`src/rtl/pc_pkg.sv`:
```
// pc_pkg: shared op encoding and control-priority encoder for the program counter
package pc_pkg;
  typedef enum logic [2:0] {
    OP_NONE,
    OP_INC,
    OP_BR,
    OP_LD,
    OP_CALL,
    OP_RET,
    OP_CLR
  } op_e;
  function automatic op_e pc_op(
    input logic clr,
    input logic ret,
    input logic call,
    input logic ld,
    input logic br,
    input logic ipc
  );
    return clr ? OP_CLR : ret ? OP_RET : call ? OP_CALL : ld ? OP_LD : br ? OP_BR : ipc ? OP_INC : OP_NONE;
  endfunction
endpackage

```
`src/rtl/pc_stack.sv`:
```
// pc_stack: DEPTH-entry LIFO of return addresses; reports over/underflow instead of acting on it
module pc_stack #(
  parameter int WIDTH = 8,
  parameter int DEPTH = 4,
  localparam int SPW = $clog2(DEPTH + 1)
) (
  input  logic             clk,
  input  logic             rst,
  input  logic             push,
  input  logic             pop,
  input  logic [WIDTH-1:0] din,
  output logic [WIDTH-1:0] top,
  output logic [SPW-1:0]   sp,
  output logic             full,
  output logic             empty,
  output logic             ovf,
  output logic             unf
);
  logic [WIDTH-1:0] mem_q [DEPTH];
  logic [SPW-1:0]   sp_q, sp_d;
  assign full  = sp_q == SPW'(DEPTH);
  assign empty = sp_q == '0;
  assign ovf   = push & full;
  assign unf   = pop & empty;
  assign sp    = sp_q;
  always_comb sp_d = push && !full ? sp_q + SPW'(1) : pop && !empty ? sp_q - SPW'(1) : sp_q;
  always_comb begin
    top = '0;
    for (int i = 0; i < DEPTH; i++) top = sp_q == SPW'(i + 1) ? mem_q[i] : top;
  end
  always_ff @(posedge clk)
    if (rst) sp_q <= '0;
    else sp_q <= sp_d;
  // Entries are not reset: contents are only ever read below the occupancy pointer
  always_ff @(posedge clk)
    for (int i = 0; i < DEPTH; i++)
      if (push && !full && sp_q == SPW'(i)) mem_q[i] <= din;
endmodule

```
`src/rtl/pc_seq.sv`:
```
// pc_seq: program counter with increment, absolute jump, relative branch and call/return stack
module pc_seq
  import pc_pkg::*;
#(
  parameter int WIDTH = 8,
  parameter int DEPTH = 4,
  parameter logic [WIDTH-1:0] RESET_VEC = '0,
  localparam int SPW = $clog2(DEPTH + 1)
) (
  input  logic             CLK,
  input  logic             CLR,
  input  logic             IPC,
  input  logic             LD,
  input  logic             BR,
  input  logic [7:0]       OFS,
  input  logic             CALL,
  input  logic             RET,
  input  logic [WIDTH-1:0] D,
  output logic [WIDTH-1:0] Q,
  output logic             RCO,
  output logic [SPW-1:0]   SP,
  output logic             FULL,
  output logic             EMPTY,
  output logic             ERR
);
  op_e              op;
  logic [WIDTH-1:0] q_q, q_d, ofs_x, top;
  logic             err_q, ovf, unf;
  assign op = pc_op(CLR, RET, CALL, LD, BR, IPC);
  // Narrow counters drop the high offset bits; wide ones sign-extend from bit 7
  if (WIDTH < 8) begin : g_trunc
    logic unused_ofs;
    assign ofs_x      = OFS[WIDTH-1:0];
    assign unused_ofs = ^OFS[7:WIDTH];
  end else begin : g_sext
    assign ofs_x = WIDTH'($signed(OFS));
  end
  pc_stack #(.WIDTH(WIDTH), .DEPTH(DEPTH)) u_stack (
    .clk  (CLK),
    .rst  (CLR),
    .push (op == OP_CALL),
    .pop  (op == OP_RET),
    .din  (q_q + WIDTH'(1)),
    .top  (top),
    .sp   (SP),
    .full (FULL),
    .empty(EMPTY),
    .ovf  (ovf),
    .unf  (unf)
  );
  always_comb
    q_d = op == OP_RET ? (EMPTY ? q_q : top) :
          op == OP_CALL || op == OP_LD ? D :
          op == OP_BR ? q_q + ofs_x :
          op == OP_INC ? q_q + WIDTH'(1) : q_q;
  always_ff @(posedge CLK)
    if (CLR) begin
      q_q   <= RESET_VEC;
      err_q <= 1'b0;
    end else begin
      q_q   <= q_d;
      err_q <= err_q | ovf | unf;
    end
  assign Q   = q_q;
  assign ERR = err_q;
  assign RCO = IPC & (&q_q);
endmodule

```
`config.mk`:
```
export PLATFORM = sky130hd
export DESIGN_NAME = pc_seq
export DESIGN_NICKNAME = d
export VERILOG_FILES = /design/src/rtl/pc_pkg.sv /design/src/rtl/pc_stack.sv /design/src/rtl/pc_seq.sv
export SDC_FILE = /design/constraint.sdc
export NUM_CORES = 1
export LEC_CHECK = 0
export CAP_MARGIN = 40
export CORE_MARGIN = 1
export CORE_UTILIZATION = 35
export DETAILED_ROUTE_END_ITERATION = 12
export MAX_ROUTING_LAYER = met4
export SETUP_SLACK_MARGIN = 0.4
export SYNTH_ARGS = -nofsm -noshare
export SYNTH_HDL_FRONTEND = slang
export SYNTH_HIERARCHICAL = 1
export SYNTH_SLANG_ARGS = --single-unit
```
`constraint.sdc`:
```
create_clock -name CLK -period 5.8 [get_ports CLK]
set_input_delay 0.87 -clock CLK [delete_from_list [all_inputs] [get_ports CLK]]
set_output_delay 0.87 -clock CLK [all_outputs]
set_load 0.02 [all_outputs]
```
==> results of run 1 <==
==> state kept, by name, indices dropped and copies added, names as in the netlist <==
signal and count:
u_stack/mem_q 32, ERR 1, Q 8, u_stack/sp 3
==> cell families (layout without fill, tap and decap cells) <==
logic type	Yosys count	after routing
XOR/XNOR	13	13
multiplexers	5	5
AND/OR/NAND/NOR	77	77
buffers and inverters	25	59
AO/OA/AOI/OAI	77	77
flip-flops	44	44
adder cells (fa/ha/maj)	15	15
==> power groups by stage <==
stage	Clock [mW]	Combinational, mW	Sequential (mW)
after floorplan	0	0.211	0.419
after global placement	0	0.330	0.409
after detailed placement	0	0.331	0.409
after CTS	0.243	0.334	0.403
after global routing	0.252	0.366	0.407
final	0.236	0.332	0.402
==> worst paths after layout <==
path,start,end,slack (ps),cells after the start
min reg2reg,ERR,ERR,480,2
min,ERR,ERR,480,2
max reg2reg,u_stack/sp[0],Q[3],3320,10
max,u_stack/sp[1],FULL,2520,4
==> worst register-to-register path, cell delays in order (launching register included) <==
cell and delay (ps):
dfxtp_1 450, inv_1 120, ha_1 340, nor2b_1 550, a22o_1 240, a22oi_1 70, o21ai_1 190, o32ai_1 110
nor2_1 120, o21ai_0 100, a21oi_1 130
==> layout make-up <==
| type | instances | area share, % |
|---|---|---|
| clock buffer | 5 | 2.18 |
| clock inverter | 3 | 1.34 |
| inverter | 14 | 2.10 |
| multi-input combinational | 187 | 40.8 |
| sequential | 44 | 38.0 |
| tap | 99 | 3.92 |
| timing repair buffer | 37 | 11.7 |
==> metrics by stage <==
stage	total power, mW	hold slack, ps	utilization [%]	instance area (µm²)	cells
6_report	0.969	481	43.6	3160	389
5_1_grt	1.03	535	43.6	3160	389
4_1_cts	0.979	490	43.6	3160	389
3_5_place_dp	0.741	470	42.1	3050	381
3_3_place_gp	0.739	481	42.1	3050	381
2_1_floorplan	0.630	587	-	2640	256
==> metal layers <==
metal / GRT usage [%] / vias to the layer above
li1: - / 1013
met2: 26.9 / 40
met4: 5.28 / 0
met3: 3.08 / 5
met1: 23.3 / 953
met5: - / -
==> cell usage in the layout, fill, tap and decap left out, drive strengths merged, types with 6 or more instances in the layout <==
cell,netlist,routed
dfxtp,12,12
o22ai,6,6
clkdlybuf4s50,0,37
a21oi,12,12
a22o,8,8
edfxtp,32,32
nor2,22,22
inv,13,13
ha,14,14
o21ai,23,23
a22oi,8,8
nand2,22,22
xnor2,8,8
nor2b,8,8
==> reports/results.tsv, run 1 <==
stage	metric	value	unit
clocking	CTS tree	built	
yosys	YS warnings	6	
yosys	Post-synth ARST share	0	%
sta	Period minus WS final	3280	ps
layout	register area	0.00120	mm²
yosys	largest family of logic cells by synthesized area	compound AO/OA/AOI/OAI gates	
clocking	H-tree Lvls	2	
drt	post-route ant nets	0	
yosys	Synth Area in Simple Gates	15.4	%
sta	max frequency	0.305	GHz
layout	fill count	715	
sta	RSZ-0062 raised after global routing	no	
yosys	Synthesized Nets	294	
pwr	Worst VDD drop	0.0000883	V
die	total core area	0.00725	mm²
drt	DRT iter0 DRCs	125	
drt	drt via density	5.17	
clocking	setup bufs post-CTS	0	
drt	# DRC	0	
worst_setup_path	Crit path max-delay family	buffers and inverters	
yosys	EDFF count, synth	32	
sta	Slew @ Worst Pin	839	ps
yosys	Cell Area, Synth	0.00264	mm²
yosys	Syn Inst Count	256	
placed_design	DP Worst Slack	2510	ps
yosys	post-synthesis adder-cell area fraction	7.40	%
layout	Antenna Cells	0	
sta	final hold vios	0	
yosys	register area share after synthesis	45.5	%
pwr	Sw Ratio	33.5	%
pwr	Leak	1.13	nW
drt	via count	2011	
die	Placement Rows	31	
placed_design	dpl hpwl	4.63	mm
clocking	Clk Latency, worst-skew pair	300	ps
layout	nets@finish	327	
global_routing	largest net degree at the start of global routing	20	
placed_design	GPL Wtd Cong	0.846	
drt	met1 WL	2.99	mm
yosys	area share of the largest cell type after synthesis	36.4	%
yosys	Avg Synthesized Cell Area	10.3	µm²
die	Initial Utilization	36.4	%
clocking	total CTS buffers	5	
worst_setup_path	CP Class	flip-flop to primary output	
placed_design	port bufs	37	
clocking	Root Buffer	clkbuf_8	
sta	Max Slew Vio Count	0	
sta	Setup-failing EPs final	0	
sta	Max-slew headroom	42.5	%
job	max cap viols	0	
worst_setup_path	Largest stage delay, worst path	730	ps
global_routing	global-route wire length before repair	9.85	mm
pwr	part of the power in combinational logic	34.2	%
global_routing	antenna violations before repair	0	
worst_setup_path	CP required	4930	ps
die	die area	0.00789	mm²
worst_setup_path	startpoint types	flip-flop	
worst_setup_path	CP max stage cell	clkdlybuf4s50_1	
pwr	NetSw	0.325	mW
drt	max layer used	met4	
clocking	hold-fix buffers at CTS	0	
clocking	Clock Path Buffers	2	
layout	multi-input logic area	0.00129	mm²
yosys	leading cell type by number of instances after synthesis	edfxtp_1	
drt	DRT Pass-1 Iters	5	
clocking	CTS sink count	44	
die	I/O pin count	38	
yosys	Synth Area in XOR/XNOR	4.32	%
global_routing	All-Layer GR Usage	17.4	%
yosys	Synth Register Bits	44	
pwr	Flop pwr share	41.5	%
sta	fin worst setup slack	2520	ps
sta	Setup TNS	0	ps
drt	wire length on met3	136	µm
pwr	PD cells	306	mW/mm²
pwr	Int Pwr	0.645	mW
worst_setup_path	critical path endpoint category	primary output	
clocking	post_cts resized	0	
outcome	outcome	complete, no violations	
drt	routed wl met2	2.86	mm
yosys	area leader, netlist	edfxtp_1	
sta	period utilization	56.5	%
yosys	Top FF cell, synth	edfxtp_1	
clocking	Worst-path clk slew	80	ps
yosys	Synth Area in Compound Gates	19.9	%
layout	fraction of layout cells with a size suffix above 1	5.86	%
global_routing	GRT Residual Overflow	0	
sta	Worst Skew	3.58	ps
worst_setup_path	Arr. time, crit path	2410	ps
die	die width	88.8	µm
global_routing	vias in the first global route	1941	
die	chip height	88.8	µm
layout	Area Overhead vs Synth	19.9	%
worst_setup_path	CP Max Fanout	19	
yosys	Commonest cells post-synth	edfxtp_1, nand2_1, nor2_1	
yosys	synth top area cells	edfxtp_1, dfxtp_1, ha_1, nand2_1, nor2_1	
worst_hold_path	Hold Crit Class	flip-flop to flip-flop	
yosys	mux contribution to synthesized area	1.90	%
yosys	synth unique cells	51	
worst_setup_path	critical-path cell list	inv_1 > ha_1 > and2_1 > clkdlybuf4s50_1	
drt	drt wl/cell	15.6	µm
pwr	Clock power frac	24.3	%
worst_setup_path	Buf/Inv on CP	2	
drt	Post-Route WL	6.06	mm
No activity file was read; power rests on OpenSTA's default activity.
==> run 2: changes to the inputs <==
Clock period 5.8 ns to 3.1 ns, I/O delays scaled along.
==> run 2 against run 1 <==
  * Sequential cell count stayed put
  * Clock skew is 3.3 ps higher
  * Final area is 2.0% higher
  * Via count is 2.0% higher
  * Critical path depth stayed put
  * Sequential power is 88% higher
  * Worst setup slack worse by 2000 ps
  * Critical path type unchanged
  * Clock power is 92% higher
  * Largest cell class unchanged
==> reports/results.tsv, run 2 (synthesis results as in run 1) <==
stage	metric	value	unit	change
pwr	Int Pwr	1.23	mW	+90%
layout	Area Overhead vs Synth	22.3	%	
die	Initial Utilization	36.4	%	unchanged
die	I/O pin count	38		unchanged
drt	wire length on met3	160	µm	+18%
worst_setup_path	reg2reg end	Q[7]		
drt	post-route ant nets	0		unchanged
layout	most common cell after layout, fill and taps aside	clkdlybuf4s50_1		
outcome	outcome	complete, no violations		
worst_setup_path	Arr. time, crit path	2070	ps	-340 ps
worst_setup_path	CP Launch Point	u_stack/sp[1]		
drt	routed wl met2	3.20	mm	+12%
sta	Setup TNS	0	ps	unchanged
worst_setup_path	Largest stage delay, worst path	650	ps	-80 ps
sta	max frequency	0.395	GHz	
worst_setup_path	crit path to	EMPTY		
layout	leading cell types in the layout, fill and taps excluded	clkdlybuf4s50_1, edfxtp_1, nand2_1		
worst_setup_path	CP Class	flip-flop to primary output		
clocking	Clk Latency, worst-skew pair	300	ps	about the same
drt	met1 WL	2.78	mm	-6.9%
placed_design	GPL Wtd Cong	0.904		+6.8%
sta	period utilization	81.7	%	
sta	final hold vios	0		unchanged
drt	# DRC	0		unchanged
sta	Max-slew headroom	47.8	%	+5.4 points
layout	largest reg by FF count	u_stack/mem_q		
drt	drt wl/cell	15.7	µm	+0.40%
pwr	Clock power frac	24.5	%	+0.2 points
clocking	CTS tree	built		
global_routing	antenna violations before repair	0		unchanged
worst_hold_path	Hold Crit Class	flip-flop to flip-flop		
worst_setup_path	critical-path cell list	inv_1 > ha_1 > nor2b_4 > clkdlybuf4s50_1		
clocking	CTS sink count	44		unchanged
pwr	PD cells	570	mW/mm²	+86%
clocking	post_cts resized	0		unchanged
drt	DRT iter0 DRCs	122		-2.4%
worst_setup_path	CP max stage cell	clkdlybuf4s50_1		
sta	Max Slew Vio Count	0		unchanged
placed_design	dpl hpwl	4.75	mm	+2.4%
sta	RSZ-0062 raised after global routing	no		
worst_setup_path	startpoint types	flip-flop		
drt	DRT Pass-1 Iters	4		-1
clocking	H-tree Lvls	2		unchanged
placed_design	DP Worst Slack	556	ps	-1960 ps
global_routing	largest net degree at the start of global routing	16		-20%
worst_setup_path	CP Max Fanout	7		-12
pwr	Worst VDD drop	0.000218	V	+150%
clocking	Clock Path Buffers	2		unchanged
sta	Slew @ Worst Pin	761	ps	-78.0 ps
layout	Antenna Cells	0		unchanged
pwr	Flop pwr share	41.0	%	-0.5 points
pwr	Sw Ratio	33.4	%	-0.11 points
die	Placement Rows	31		unchanged
placed_design	port bufs	37		unchanged
job	max cap viols	0		unchanged
drt	Post-Route WL	6.20	mm	+2.2%
pwr	Leak	1.18	nW	+3.7%
clocking	Worst-path clk slew	90	ps	about the same
worst_setup_path	CP required	2630	ps	-2300 ps
worst_setup_path	R2R depth	7		-3
drt	max layer used	met4		
global_routing	GRT Residual Overflow	0		unchanged
clocking	setup bufs post-CTS	0		unchanged
sta	Worst Skew	6.87	ps	+3.29 ps
clocking	hold-fix buffers at CTS	0		unchanged
die	total core area	0.00725	mm²	unchanged
layout	fraction of layout cells with a size suffix above 1	9.09	%	+3.2 points
worst_hold_path	hold depth	2		unchanged
sta	Period minus WS final	2530	ps	
drt	via count	2051		+2.0%
pwr	NetSw	0.614	mW	+89%
global_routing	global-route wire length before repair	10.1	mm	+2.2%
clocking	total CTS buffers	5		unchanged
die	chip height	88.8	µm	unchanged
clocking	Root Buffer	clkbuf_8		
global_routing	All-Layer GR Usage	17.8	%	+0.39 points
layout	nets@finish	334		+2.1%
die	die width	88.8	µm	unchanged
die	die area	0.00789	mm²	unchanged
pwr	part of the power in combinational logic	34.4	%	+0.2 points
worst_setup_path	worst r2r src	u_stack/sp[1]		
layout	Largest register FFs	32		unchanged
sta	fin worst setup slack	566	ps	-1960 ps
sta	Setup-failing EPs final	0		unchanged
worst_setup_path	critical path endpoint category	primary output		
worst_setup_path	Reg2Reg Setup Slack	840	ps	-2480 ps
global_routing	vias in the first global route	1996		+2.8%
drt	drt via density	5.18		+0.19%
[run 2: stage by stage]
step | instance area [µm²] | hold slack, ps | utilization [%] | total power, mW | instances
finish | 3230 | 487 | 44.5 | 1.84 | 396
detailed placement | 3100 | 474 | 42.8 | 1.40 | 388
global placement | 3100 | 464 | 42.8 | 1.39 | 388
CTS | 3220 | 495 | 44.4 | 1.84 | 396
floorplan | 2640 | 537 | - | 1.18 | 256
global route | 3230 | 582 | 44.5 | 1.95 | 396
[run 2: how the worst min path moves through the flow]
stage | slack (ps) | start | end
after floorplan | 540 | CLR | u_stack/sp[0]
after global placement | 460 | ERR | ERR
after detailed placement | 470 | ERR | ERR
after CTS | 500 | ERR | ERR
after global routing | 580 | ERR | ERR
final | 490 | ERR | ERR
[run 2: power groups by stage]
stage / clock network, mW / logic, mW / registers, mW
final: 0.452 / 0.634 / 0.755
after global placement: 0 / 0.625 / 0.766
after detailed placement: 0 / 0.630 / 0.766
after floorplan: 0 / 0.394 / 0.784
after CTS: 0.457 / 0.633 / 0.753
after global routing: 0.485 / 0.701 / 0.764
[run 2: cell type report]
class,count,area (µm²)
fill,708,4030
inverter,14,66.3
multi-input combinational,187,1290
sequential,44,1200
clock buffer,5,68.8
tap,99,124
timing repair buffer,44,423
clock inverter,3,46.3
[run 2: worst max-delay path: cells and delay by family (launching register included)]
kind	cells	cell delay, ps
DFF	1	390
adders and majority gates	1	270
buffers and inverters	2	800
and+or+nand+nor	1	310
[run 2: routing by layer]
| metal | track usage [%] | vias up |
|---|---|---|
| met1 | 22.2 | 985 |
| li1 | - | 1017 |
| met4 | 4.40 | 0 |
| met3 | 2.24 | 5 |
| met2 | 30.6 | 44 |
| met5 | - | - |
